**config.mk**
```make
export PLATFORM = sky130hd
export DESIGN_NAME = serial_addsub
export DESIGN_NICKNAME = d
export VERILOG_FILES = /design/src/rtl/serial_addsub_pkg.sv /design/src/rtl/full_adder_cell.sv /design/src/rtl/serial_addsub.sv
export SDC_FILE = /design/constraint.sdc
export NUM_CORES = 1
export LEC_CHECK = 0
export ABC_AREA = 1
export BUFFER_PORTS_ARGS = -buffer_cell sky130_fd_sc_hd__clkbuf_2
export CAP_MARGIN = 20
export CORE_ASPECT_RATIO = 1.4
export CORE_UTILIZATION = 39
export DETAILED_ROUTE_END_ITERATION = 16
export PLACE_DENSITY = 0.59
export SLEW_MARGIN = 30
export SYNTH_ARGS = -nofsm -noshare
export SYNTH_HDL_FRONTEND = slang
export SYNTH_SLANG_ARGS = --single-unit
```
**constraint.sdc**
```tcl
create_clock -name clk_i -period 1.5 [get_ports clk_i]
set_clock_uncertainty 0.05 [all_clocks]
set_input_delay 0.075 -clock clk_i [delete_from_list [all_inputs] [get_ports clk_i]]
set_output_delay 0.075 -clock clk_i [all_outputs]
set_load 0.02 [all_outputs]
```
**src/rtl/serial_addsub_pkg.sv**
```systemverilog
// Shared types for the bit-serial adder/subtractor: FSM state encoding and a width helper.
package serial_addsub_pkg;

  // Encoding 2'd3 is unused and falls back to idle on the next edge.
  typedef enum logic [1:0] {
    StIdle  = 2'd0,
    StShift = 2'd1,
    StDone  = 2'd2
  } state_e;

  // Bit-counter width for a given operand width.
  function automatic int unsigned cnt_width(input int unsigned width);
    return $clog2(width) + 1;
  endfunction

endpackage

```
**src/rtl/full_adder_cell.sv**
```systemverilog
// Single-bit combinational full adder; the serial datapath reuses it once per bit.
module full_adder_cell (
  input  logic a_i,
  input  logic b_i,
  input  logic cin_i,
  output logic s_o,
  output logic cout_o
);

  always_comb begin
    s_o    = a_i ^ b_i ^ cin_i;
    cout_o = (a_i & b_i) | (a_i & cin_i) | (b_i & cin_i);
  end

endmodule

```
**src/rtl/serial_addsub.sv**
```systemverilog
// Bit-serial adder/subtractor: one bit per clock, LSB first, through a registered-carry
// full-adder cell. Result, carry-out and signed overflow are held until the next op finishes.
module serial_addsub
  import serial_addsub_pkg::*;
#(
  parameter int unsigned WIDTH = 8
) (
  input  logic             clk_i,
  input  logic             rst_i,
  input  logic             start_i,
  input  logic             sub_i,
  input  logic [WIDTH-1:0] a_i,
  input  logic [WIDTH-1:0] b_i,
  output logic             ready_o,
  output logic             busy_o,
  output logic             done_o,
  output logic [WIDTH-1:0] sum_o,
  output logic             cout_o,
  output logic             overflow_o
);

  localparam int unsigned CNT_W = cnt_width(WIDTH);

  state_e           state_q, state_d;
  logic [CNT_W-1:0] cnt_q, cnt_d;
  logic [WIDTH-1:0] a_sr_q, a_sr_d;
  logic [WIDTH-1:0] b_sr_q, b_sr_d;
  logic [WIDTH-1:0] res_sr_q, res_sr_d;
  logic             carry_q, carry_d;
  logic [WIDTH-1:0] sum_q, sum_d;
  logic             cout_q, cout_d;
  logic             ovf_q, ovf_d;

  logic fa_s, fa_c;
  logic accept;
  logic last_bit;

  // The result LSB slot is overwritten by the final shift and never read back.
  logic unused_res_lsb;
  assign unused_res_lsb = res_sr_q[0];

  full_adder_cell u_fa (
    .a_i    (a_sr_q[0]),
    .b_i    (b_sr_q[0]),
    .cin_i  (carry_q),
    .s_o    (fa_s),
    .cout_o (fa_c)
  );

  always_comb begin
    ready_o  = (state_q == StIdle) || (state_q == StDone);
    busy_o   = (state_q == StShift);
    done_o   = (state_q == StDone);
    accept   = start_i && ready_o;
    last_bit = (state_q == StShift) && (cnt_q == CNT_W'(WIDTH - 1));
  end

  always_comb begin
    state_d = state_q;
    case (state_q)
      StIdle:  if (start_i) state_d = StShift;
      StShift: if (last_bit) state_d = StDone;
      StDone:  state_d = start_i ? StShift : StIdle;
      default: state_d = StIdle;
    endcase
  end

  always_comb begin
    cnt_d    = cnt_q;
    a_sr_d   = a_sr_q;
    b_sr_d   = b_sr_q;
    res_sr_d = res_sr_q;
    carry_d  = carry_q;
    sum_d    = sum_q;
    cout_d   = cout_q;
    ovf_d    = ovf_q;

    if (accept) begin
      // Subtraction is a + ~b + 1: the +1 enters as the initial carry.
      a_sr_d  = a_i;
      b_sr_d  = sub_i ? ~b_i : b_i;
      carry_d = sub_i;
      cnt_d   = '0;
    end else if (state_q == StShift) begin
      a_sr_d   = a_sr_q >> 1;
      b_sr_d   = b_sr_q >> 1;
      res_sr_d = {fa_s, res_sr_q[WIDTH-1:1]};
      carry_d  = fa_c;
      cnt_d    = cnt_q + CNT_W'(1);
      if (last_bit) begin
        // carry_q here is the carry into the MSB.
        sum_d  = {fa_s, res_sr_q[WIDTH-1:1]};
        cout_d = fa_c;
        ovf_d  = carry_q ^ fa_c;
      end
    end
  end

  always_ff @(posedge clk_i) begin
    if (rst_i) begin
      state_q  <= StIdle;
      cnt_q    <= '0;
      a_sr_q   <= '0;
      b_sr_q   <= '0;
      res_sr_q <= '0;
      carry_q  <= 1'b0;
      sum_q    <= '0;
      cout_q   <= 1'b0;
      ovf_q    <= 1'b0;
    end else begin
      state_q  <= state_d;
      cnt_q    <= cnt_d;
      a_sr_q   <= a_sr_d;
      b_sr_q   <= b_sr_d;
      res_sr_q <= res_sr_d;
      carry_q  <= carry_d;
      sum_q    <= sum_d;
      cout_q   <= cout_d;
      ovf_q    <= ovf_d;
    end
  end

  assign sum_o      = sum_q;
  assign cout_o     = cout_q;
  assign overflow_o = ovf_q;

endmodule

```
==> impl_results.md, run 1 <==
* Outcome: completed
* Setup TNS at 0 ns
* Share of the synthesized area in the top cell type at 43.8%
* GR Overflow Total at 0
* Clk sinks at 40
* Die width at 59.9 µm
* DRT antenna net count at 0
* Later-pin clock latency in the skew report at 0.29 ns
* Seq/Total Area, Yosys at 43.8%
* Initial Utilization at 40.6%
* Post-synth EDFFs at 0
* TritonCTS clock tree: built
* Post-CTS Setup Inserts at 0
* CP Launch Type: flip-flop
* Max_slew headroom at 84.0%
* Crit Path Class: flip-flop to primary output
* Syn Std Cell Area at 0.00183 mm²
* Max Cap Viol at 0
* Most frequent cells in the layout: nand2_1 (57), dfxtp_1 (39), inv_1 (32), clkbuf_2 (32), nor2_1 (31)
* Required time worst endpoint at 1.37 ns
* Placed cell count at 345
* Fin crit period at 1.41 ns
* Port bufs at 32
* Largest net degree at the start of global routing at 18
* Total Routing Usage GR at 17.1%
* Critical Path Fanout Max at 9
* H-tree level count at 2
* VDD IR-drop max at 0.564 mV
* Power, Total at 2.20 mW
* Core area at 0.00450 mm²
* Starting DRC count in detailed routing at 40
* Critical path endpoint category: primary output
* Fin nets at 313
* Worst min path class: input port to flip-flop
* Power density cells at 1020 mW/mm²
* Commonest non-fill, non-tap cell in the layout: nand2_1
* WL/cell at 10.8 µm
* Routed vias/inst at 4.47
* Async SR Flop Fraction at 0%
* RSZ-0062 raised after global routing: no
* Area growth syn-to-layout at 18.1%
* Dpl hpwl at 2.82 mm
* ANT cells at 0
* Fin crit share at 93.9%
* DR vias at 1583
* Area of the multi-input gates at 821 µm²
* Global-route wire length before repair at 6.38 mm
* Net Count, Synth at 276
* Clock transition at path regs at 0.07 ns
* Number of global-route vias before repair at 1449
* Post-Synthesis Mean Instance Area at 7.20 µm²
* Layout cells sized above 1 at 20.2%
* DRT Pass-1 Iters at 4
* DR DRC count at 0
* Die H at 83.0 µm
* Top FF cell, synth: dfxtp_1
* Setup violators final at 0
* Total die area at 0.00497 mm²
* Site row count at 29
* Yosys cell types at 24
* Number of synthesized register bits at 40
* RePlAce Congestion at 0.702
* Synth Instances at 254
* CTS Buffer Depth at 2
* Area leader, netlist: dfxtp_1
* Number of CTS-inserted buffers at 5
* P_leak at 1.06 nW
* Slew Viols, Final at 0
* FMAX at 0.710 GHz
* Initial antenna violation count at 0
* Non-Filler Instances at 354
* I/O Pins at 33
* Fillers at 506
* CP Data Arrival Time at 1.28 ns
* Worst-Margin Slew at 0.239 ns
* Syn. warnings at 0
* Final WL at 3.83 mm
* Seq. cell area at 805 µm²
* Area contributors post-synth: dfxtp_1 (44%), nand2_1 (12%), nand3_1 (7.4%)
* Root Buffer: clkbuf_8
* Final-report hold violation count at 0
[flip-flops by register name (all words and copies together) (netlist names)]
register,count
b_sr_q,8
sum_o,8
state_q,2
cout_o,1
cnt_q,4
res_sr_q,7
a_sr_q,8
carry_q,1
overflow_o,1
[stage by stage]
step                      hold WS (ns)  setup WS [ns]  area [µm²]  util, %
after floorplan                 0.0941          0.261        1830        -
after global placement           0.257          0.174        2050     45.6
after detailed placement         0.257          0.150        2050     45.6
after CTS                       0.0282         0.0408        2150     47.9
after global routing            0.0226         0.0247        2160     48.0
final                           0.0270         0.0914        2160     48.0
[critical path: stages (launching register included)]
cell      delay (ns)
dfxtp_4         0.39
inv_4           0.07
nor2_8          0.15
buf_4           0.20
clkbuf_2        0.18
[metal layers]
metal,global-route usage (%),part of all wire [%],vias up
met5,0,0,-
li1,-,-,868
met2,28.6,50,23
met3,4.21,3.0,5
met4,6.77,1.6,0
met1,20.2,45,687
[cells in the mapped netlist, types with 3 or more instances]
cell type,n
buf_6,4
dfxtp_1,40
nor3_1,6
o21ai_1,5
nand3_1,27
buf_4,3
a21oi_1,12
inv_1,32
nor2_1,31
nand2_1,58
clkbuf_1,3
o21ai_0,18
nand2_4,3
[final timing paths]
path | slack [ns] | depth (start not counted) | to | startpoint
worst max-delay path | 0.09 | 4 | busy_o | state_q[0]
worst min-delay path | 0.03 | 3 | a_sr_q[4] | a_i[4]
worst max register to register | 0.16 | 6 | sum_o[7] | cnt_q[0]
worst min register to register | 0.41 | 2 | b_sr_q[7] | b_sr_q[7]
[power breakdown]
part / switching (mW) / internal, mW / total [mW]
clock network: 0.349 / 0.375 / 0.724
logic: 0.194 / 0.128 / 0.322
registers: 0.0354 / 1.12 / 1.16
total: 0.578 / 1.63 / 2.20
[cells by family after synthesis]
group / count (synthesis) / synth area share [%]
AOI/OAI and AO/OA: 36 / 10.3
DFF: 40 / 43.8
adders and majority gates: 2 / 1.78
and+or+nand+nor: 131 / 32.2
buffers and inverters: 44 / 11.4
xor gates and xnor gates: 1 / 0.479
[final cells by class]
type / count / share of cell area, %
multi-input cells: 170 / 38.0
flip-flops and latches: 40 / 37.3
repair buffers: 40 / 10.9
inverters: 34 / 6.03
clock buffers: 8 / 4.17
well taps: 62 / 3.59
[repair_timing]
action,in CTS,in global routing
endpoints found under the hold margin,1,0
gates resized for setup,1,4
setup endpoints to repair,1,5
hold buffers,1,0
gates cloned,0,0
Note: power is estimated with default switching activity, not from simulation.
==> run 2: changes to the inputs <==
- CELL_PAD_IN_SITES_DETAIL_PLACEMENT: unset -> 0
- CELL_PAD_IN_SITES_GLOBAL_PLACEMENT: unset -> 1
- PLACE_DENSITY: 0.59 -> 0.78
==> run 2 against run 1 <==
  * Worst hold slack worse by 0.0059 ns
  * Sequential share of layout area shrank 0.15 points
  * Global-route usage grew 0.27 points
  * Worst setup slack improved by 0.0085 ns
  * Fmax is 0.61% higher
  * Power rose by 0.41%
  * Die area stayed put
  * Routed wire length is 0.39% higher
  * Sequential power hardly changed
  * Non-clock buffer count grew 1
  * Largest power group unchanged
==> impl_results.md, run 2 (same netlist as run 1, synthesis figures left out) <==
* Commonest non-fill, non-tap cell in the layout: nand2_1
* Core area at 0.00450 mm²
* Critical path endpoint category: primary output
* Required time worst endpoint at 1.37 ns
* Max Cap Viol at 0
* Slew Viols, Final at 0
* Post-place instance area at 0.00205 mm²
* Hold Worst Slack at 0.0211 ns
* VDD IR-drop max at 0.550 mV
* Crit Path Class: flip-flop to primary output
* Clk sinks at 40
* Layout cells sized above 1 at 21.4%
* Clock transition at path regs at 0.08 ns
* Total Routing Usage GR at 17.3%
* Setup TNS at 0 ns
* Most frequent cells in the layout: nand2_1 (58), dfxtp_1 (39), inv_1 (32), clkbuf_2 (32), nor2_1 (30)
* Setup violators final at 0
* Fillers at 503
* DRT Pass-1 Iters at 4
* CP Data Arrival Time at 1.28 ns
* RePlAce Congestion at 0.728
* Global-route wire length before repair at 6.49 mm
* H-tree level count at 2
* CP Launch Type: flip-flop
* Max_slew headroom at 82.4%
* Root Buffer: clkbuf_8
* Largest net degree at the start of global routing at 18
* Post-CTS Setup Inserts at 0
* Dpl hpwl at 2.88 mm
* Number of CTS-inserted buffers at 5
* TritonCTS clock tree: built
* DR DRC count at 0
* Critical Path Fanout Max at 9
* Number of global-route vias before repair at 1459
* Initial Utilization at 40.6%
* Worst-Margin Slew at 0.263 ns
* Starting DRC count in detailed routing at 38
* Die H at 83.0 µm
* DR vias at 1607
* Worst min path class: input port to flip-flop
* Power, Total at 2.21 mW
* ANT cells at 0
* Die width at 59.9 µm
* Final-report hold violation count at 0
* I/O Pins at 33
* Site row count at 29
* P_leak at 1.06 nW
* Power density cells at 1020 mW/mm²
* RSZ-0062 raised after global routing: no
* Later-pin clock latency in the skew report at 0.29 ns
* Initial antenna violation count at 0
* Outcome: completed
* Total die area at 0.00497 mm²
* DRT antenna net count at 0
* Port bufs at 32
* GR Overflow Total at 0
* Fin crit period at 1.40 ns
* Core Util, Final at 48.2%
* Final WL at 3.85 mm
* WL/cell at 10.8 µm
* Area growth syn-to-layout at 18.5%
* Routed vias/inst at 4.51
* Area of the multi-input gates at 827 µm²
* Fin crit share at 93.3%
* FMAX at 0.714 GHz
* CTS Buffer Depth at 2
* Fin nets at 315
* Seq. cell area at 805 µm²
* Cell area after layout at 0.00217 mm²
[run 2: changes by cell type in the layout (fill, tap and decap cells not counted), sizes merged]
cell	delta
buf	+1
clkbuf	-2
clkinvlp	+2
nand2	+1
[run 2: worst paths after layout]
kind	start	to	slack, ns	cells after the start
worst max register to register	state_q[1]	carry_q	0.19	5
worst min-delay path	a_i[5]	a_sr_q[5]	0.02	3
worst max-delay path	state_q[0]	busy_o	0.1	4
worst min register to register	res_sr_q[4]	res_sr_q[4]	0.41	2
[run 2: report_power, final]
part	switching (mW)	internal [mW]	total [mW]
clock	0.367	0.372	0.739
combinational	0.192	0.124	0.316
sequential	0.0356	1.12	1.16
total	0.594	1.62	2.21
[run 2: layout make-up]
cell class,count,area share (%)
Clock inverter,2,0.693
Timing Repair Buffer,41,10.6
Sequential cell,40,37.1
Inverter,34,6.00
Clock buffer,6,3.81
Multi-Input combinational cell,171,38.2
Tap cell,62,3.58
[run 2: routing by layer]
| layer | up-vias | global-route usage [%] | wire length, µm |
|---|---|---|---|
| li1 | 876 | - | - |
| met1 | 695 | 20.4 | 1720 |
| met2 | 30 | 29.4 | 1950 |
| met3 | 6 | 3.74 | 127 |
| met4 | 0 | 6.98 | 49 |
| met5 | - | 0 | 0 |
[run 2: critical path: stages (launching register included)]
cell      delay [ns]
dfxtp_4         0.39
inv_4           0.07
nor2_8          0.16
buf_4           0.19
clkbuf_2        0.18
[run 2: stage by stage]
stage | setup slack (ns) | cells
floorplan | 0.261 | 254
global placement | 0.177 | 346
detailed placement | 0.142 | 346
CTS | 0.0596 | 355
global route | 0.0299 | 356
finish | 0.100 | 356
[run 2: what timing repair did]
item	4_1_cts	5_1_grt
endpoints found under the hold margin	1	0
resized for setup	1	4
endpoints found under the setup margin	1	6
gates cloned	0	1
pin swaps	0	1
hold buffers	1	0
==> run 3: changes to the inputs <==
- BUFFER_PORTS_ARGS: -buffer_cell sky130_fd_sc_hd__clkbuf_2 -> -buffer_cell sky130_fd_sc_hd__buf_2
==> run 3 against run 2 <==
  * Sequential cell count unchanged
  * Global-route usage up 0.22 points
  * Design area down 1.1%
==> impl_results.md, run 3 (same netlist as run 1, synthesis figures left out) <==
* Non-Filler Instances at 354
* CP Data Arrival Time at 1.28 ns
* Worst-Margin Slew at 0.314 ns
* CP Launch Type: flip-flop
* Max Cap Viol at 0
* ANT cells at 0
* DR vias at 1629
* VDD IR-drop max at 0.872 mV
* Setup TNS at 0 ns
* DR DRC count at 0
* Int Pwr at 1.62 mW
* Fillers at 509
* Die H at 83.0 µm
* Outcome: completed
* Setup violators final at 0
* Fin crit share at 93.5%
* Flop pwr share at 52.9%
* H-tree level count at 2
* WL/cell at 11.1 µm
* Logic pwr share at 14.5%
* CTS Buffer Depth at 2
* Post-place instance area at 0.00204 mm²
* DRT antenna net count at 0
* Critical Path Fanout Max at 9
* Final WL at 3.95 mm
* Clk sinks at 40
* Site row count at 29
* Power density cells at 1020 mW/mm²
* I/O Pins at 33
* Max_slew headroom at 79.1%
* Clock power share at 32.6%
* Post-CTS Setup Inserts at 0
* Total Routing Usage GR at 17.5%
* Root Buffer: clkbuf_8
* Later-pin clock latency in the skew report at 0.28 ns
* Fin nets at 313
* Area growth syn-to-layout at 17.2%
* Core area at 0.00450 mm²
* Slew Viols, Final at 0
* Most frequent cells in the layout: nand2_1 (57), dfxtp_1 (39), inv_1 (32), buf_2 (32), nor2_1 (31)
* Critical path endpoint category: primary output
* Sw frac at 26.1%
* Crit Path Class: flip-flop to primary output
* NetSw at 0.571 mW
* Port bufs at 32
* Slowest stage delay, CP at 0.40 ns
* GR Overflow Total at 0
* Number of CTS-inserted buffers at 5
* Final-report hold violation count at 0
* RePlAce Congestion at 0.741
* Cell Chain, Critical Path: inv_4, nor2_8, buf_4, buf_2
* Power, Total at 2.19 mW
* Fin crit period at 1.40 ns
* Largest net degree at the start of global routing at 22
* Cell area after layout at 0.00214 mm²
* Routed vias/inst at 4.60
* Die width at 59.9 µm
* RSZ-0062 raised after global routing: no
* Total die area at 0.00497 mm²
* Global-route wire length before repair at 6.61 mm
* Initial Utilization at 40.6%
* CP max stage cell: dfxtp_2
* TritonCTS clock tree: built
* DRT Pass-1 Iters at 4
* Core Util, Final at 47.6%
* FMAX at 0.713 GHz
* Commonest non-fill, non-tap cell in the layout: nand2_1
* Required time worst endpoint at 1.37 ns
* Clock transition at path regs at 0.07 ns
* Placed cell count at 345
* P_leak at 1.06 nW
* Initial antenna violation count at 0
* Dpl hpwl at 2.92 mm
* Starting DRC count in detailed routing at 42
* Worst min path class: input port to flip-flop
* Number of global-route vias before repair at 1505
* Layout cells sized above 1 at 20.2%
-- run 3: changes by cell type in the layout (fill, tap and decap cells not counted), sizes merged --
cell	delta
buf	+31
clkbuf	-30
clkinvlp	-2
nand2	-1
-- run 3: critical path, delay by kind of cell, from the launching register on --
kind                   cells  cell delay [ns]
buffers and inverters      3             0.44
flip-flops                 1             0.40
AND/OR/NAND/NOR            1             0.15
-- run 3: worst paths after layout --
path	start	to	slack, ns	depth (start not counted)
setup / recovery	state_q[0]	busy_o	0.1	4
hold / removal	a_i[2]	a_sr_q[2]	0.04	3
setup reg to reg	cnt_q[0]	sum_o[0]	0.18	6
hold reg to reg	b_sr_q[7]	b_sr_q[7]	0.42	2
-- run 3: layer usage --
metal  up-vias  track usage, %  share of wire, %
met5         -               0                 0
met4         0            8.25               1.8
met3         6            3.58               3.6
met2        30            29.2                49
met1       728            20.8                46
li1        865               -                 -
-- run 3: power by group through the flow --
stage | Clock, mW | Combinational (mW) | Sequential, mW
2_1_floorplan | 0 | 0.234 | 1.17
3_3_place_gp | 0 | 0.315 | 1.18
3_5_place_dp | 0 | 0.317 | 1.18
4_1_cts | 0.744 | 0.322 | 1.16
5_1_grt | 0.792 | 0.366 | 1.17
6_report | 0.714 | 0.317 | 1.16
-- run 3: what timing repair did --
action,4_1_cts,5_1_grt
pin swaps,0,0
hold buffers,1,0
hold endpoints to repair,1,0
endpoints found under the setup margin,1,4
gates resized for setup,1,2
-- run 3: per-stage QoR --
step	setup WS, ns	hold slack (ns)
floorplan	0.261	0.0941
CTS	0.0744	0.0221
global placement	0.137	0.260
finish	0.0969	0.0380
global route	0.0210	0.0474
detailed placement	0.104	0.264
-- run 3: layout make-up --
type | instances | area (µm²) | share of cell area, %
multi-input cells | 170 | 821 | 38.3
flip-flops and latches | 40 | 802 | 37.4
repair buffers | 40 | 223 | 10.4
inverters | 34 | 130 | 6.07
clock buffers | 8 | 90.1 | 4.20
well taps | 62 | 77.6 | 3.62
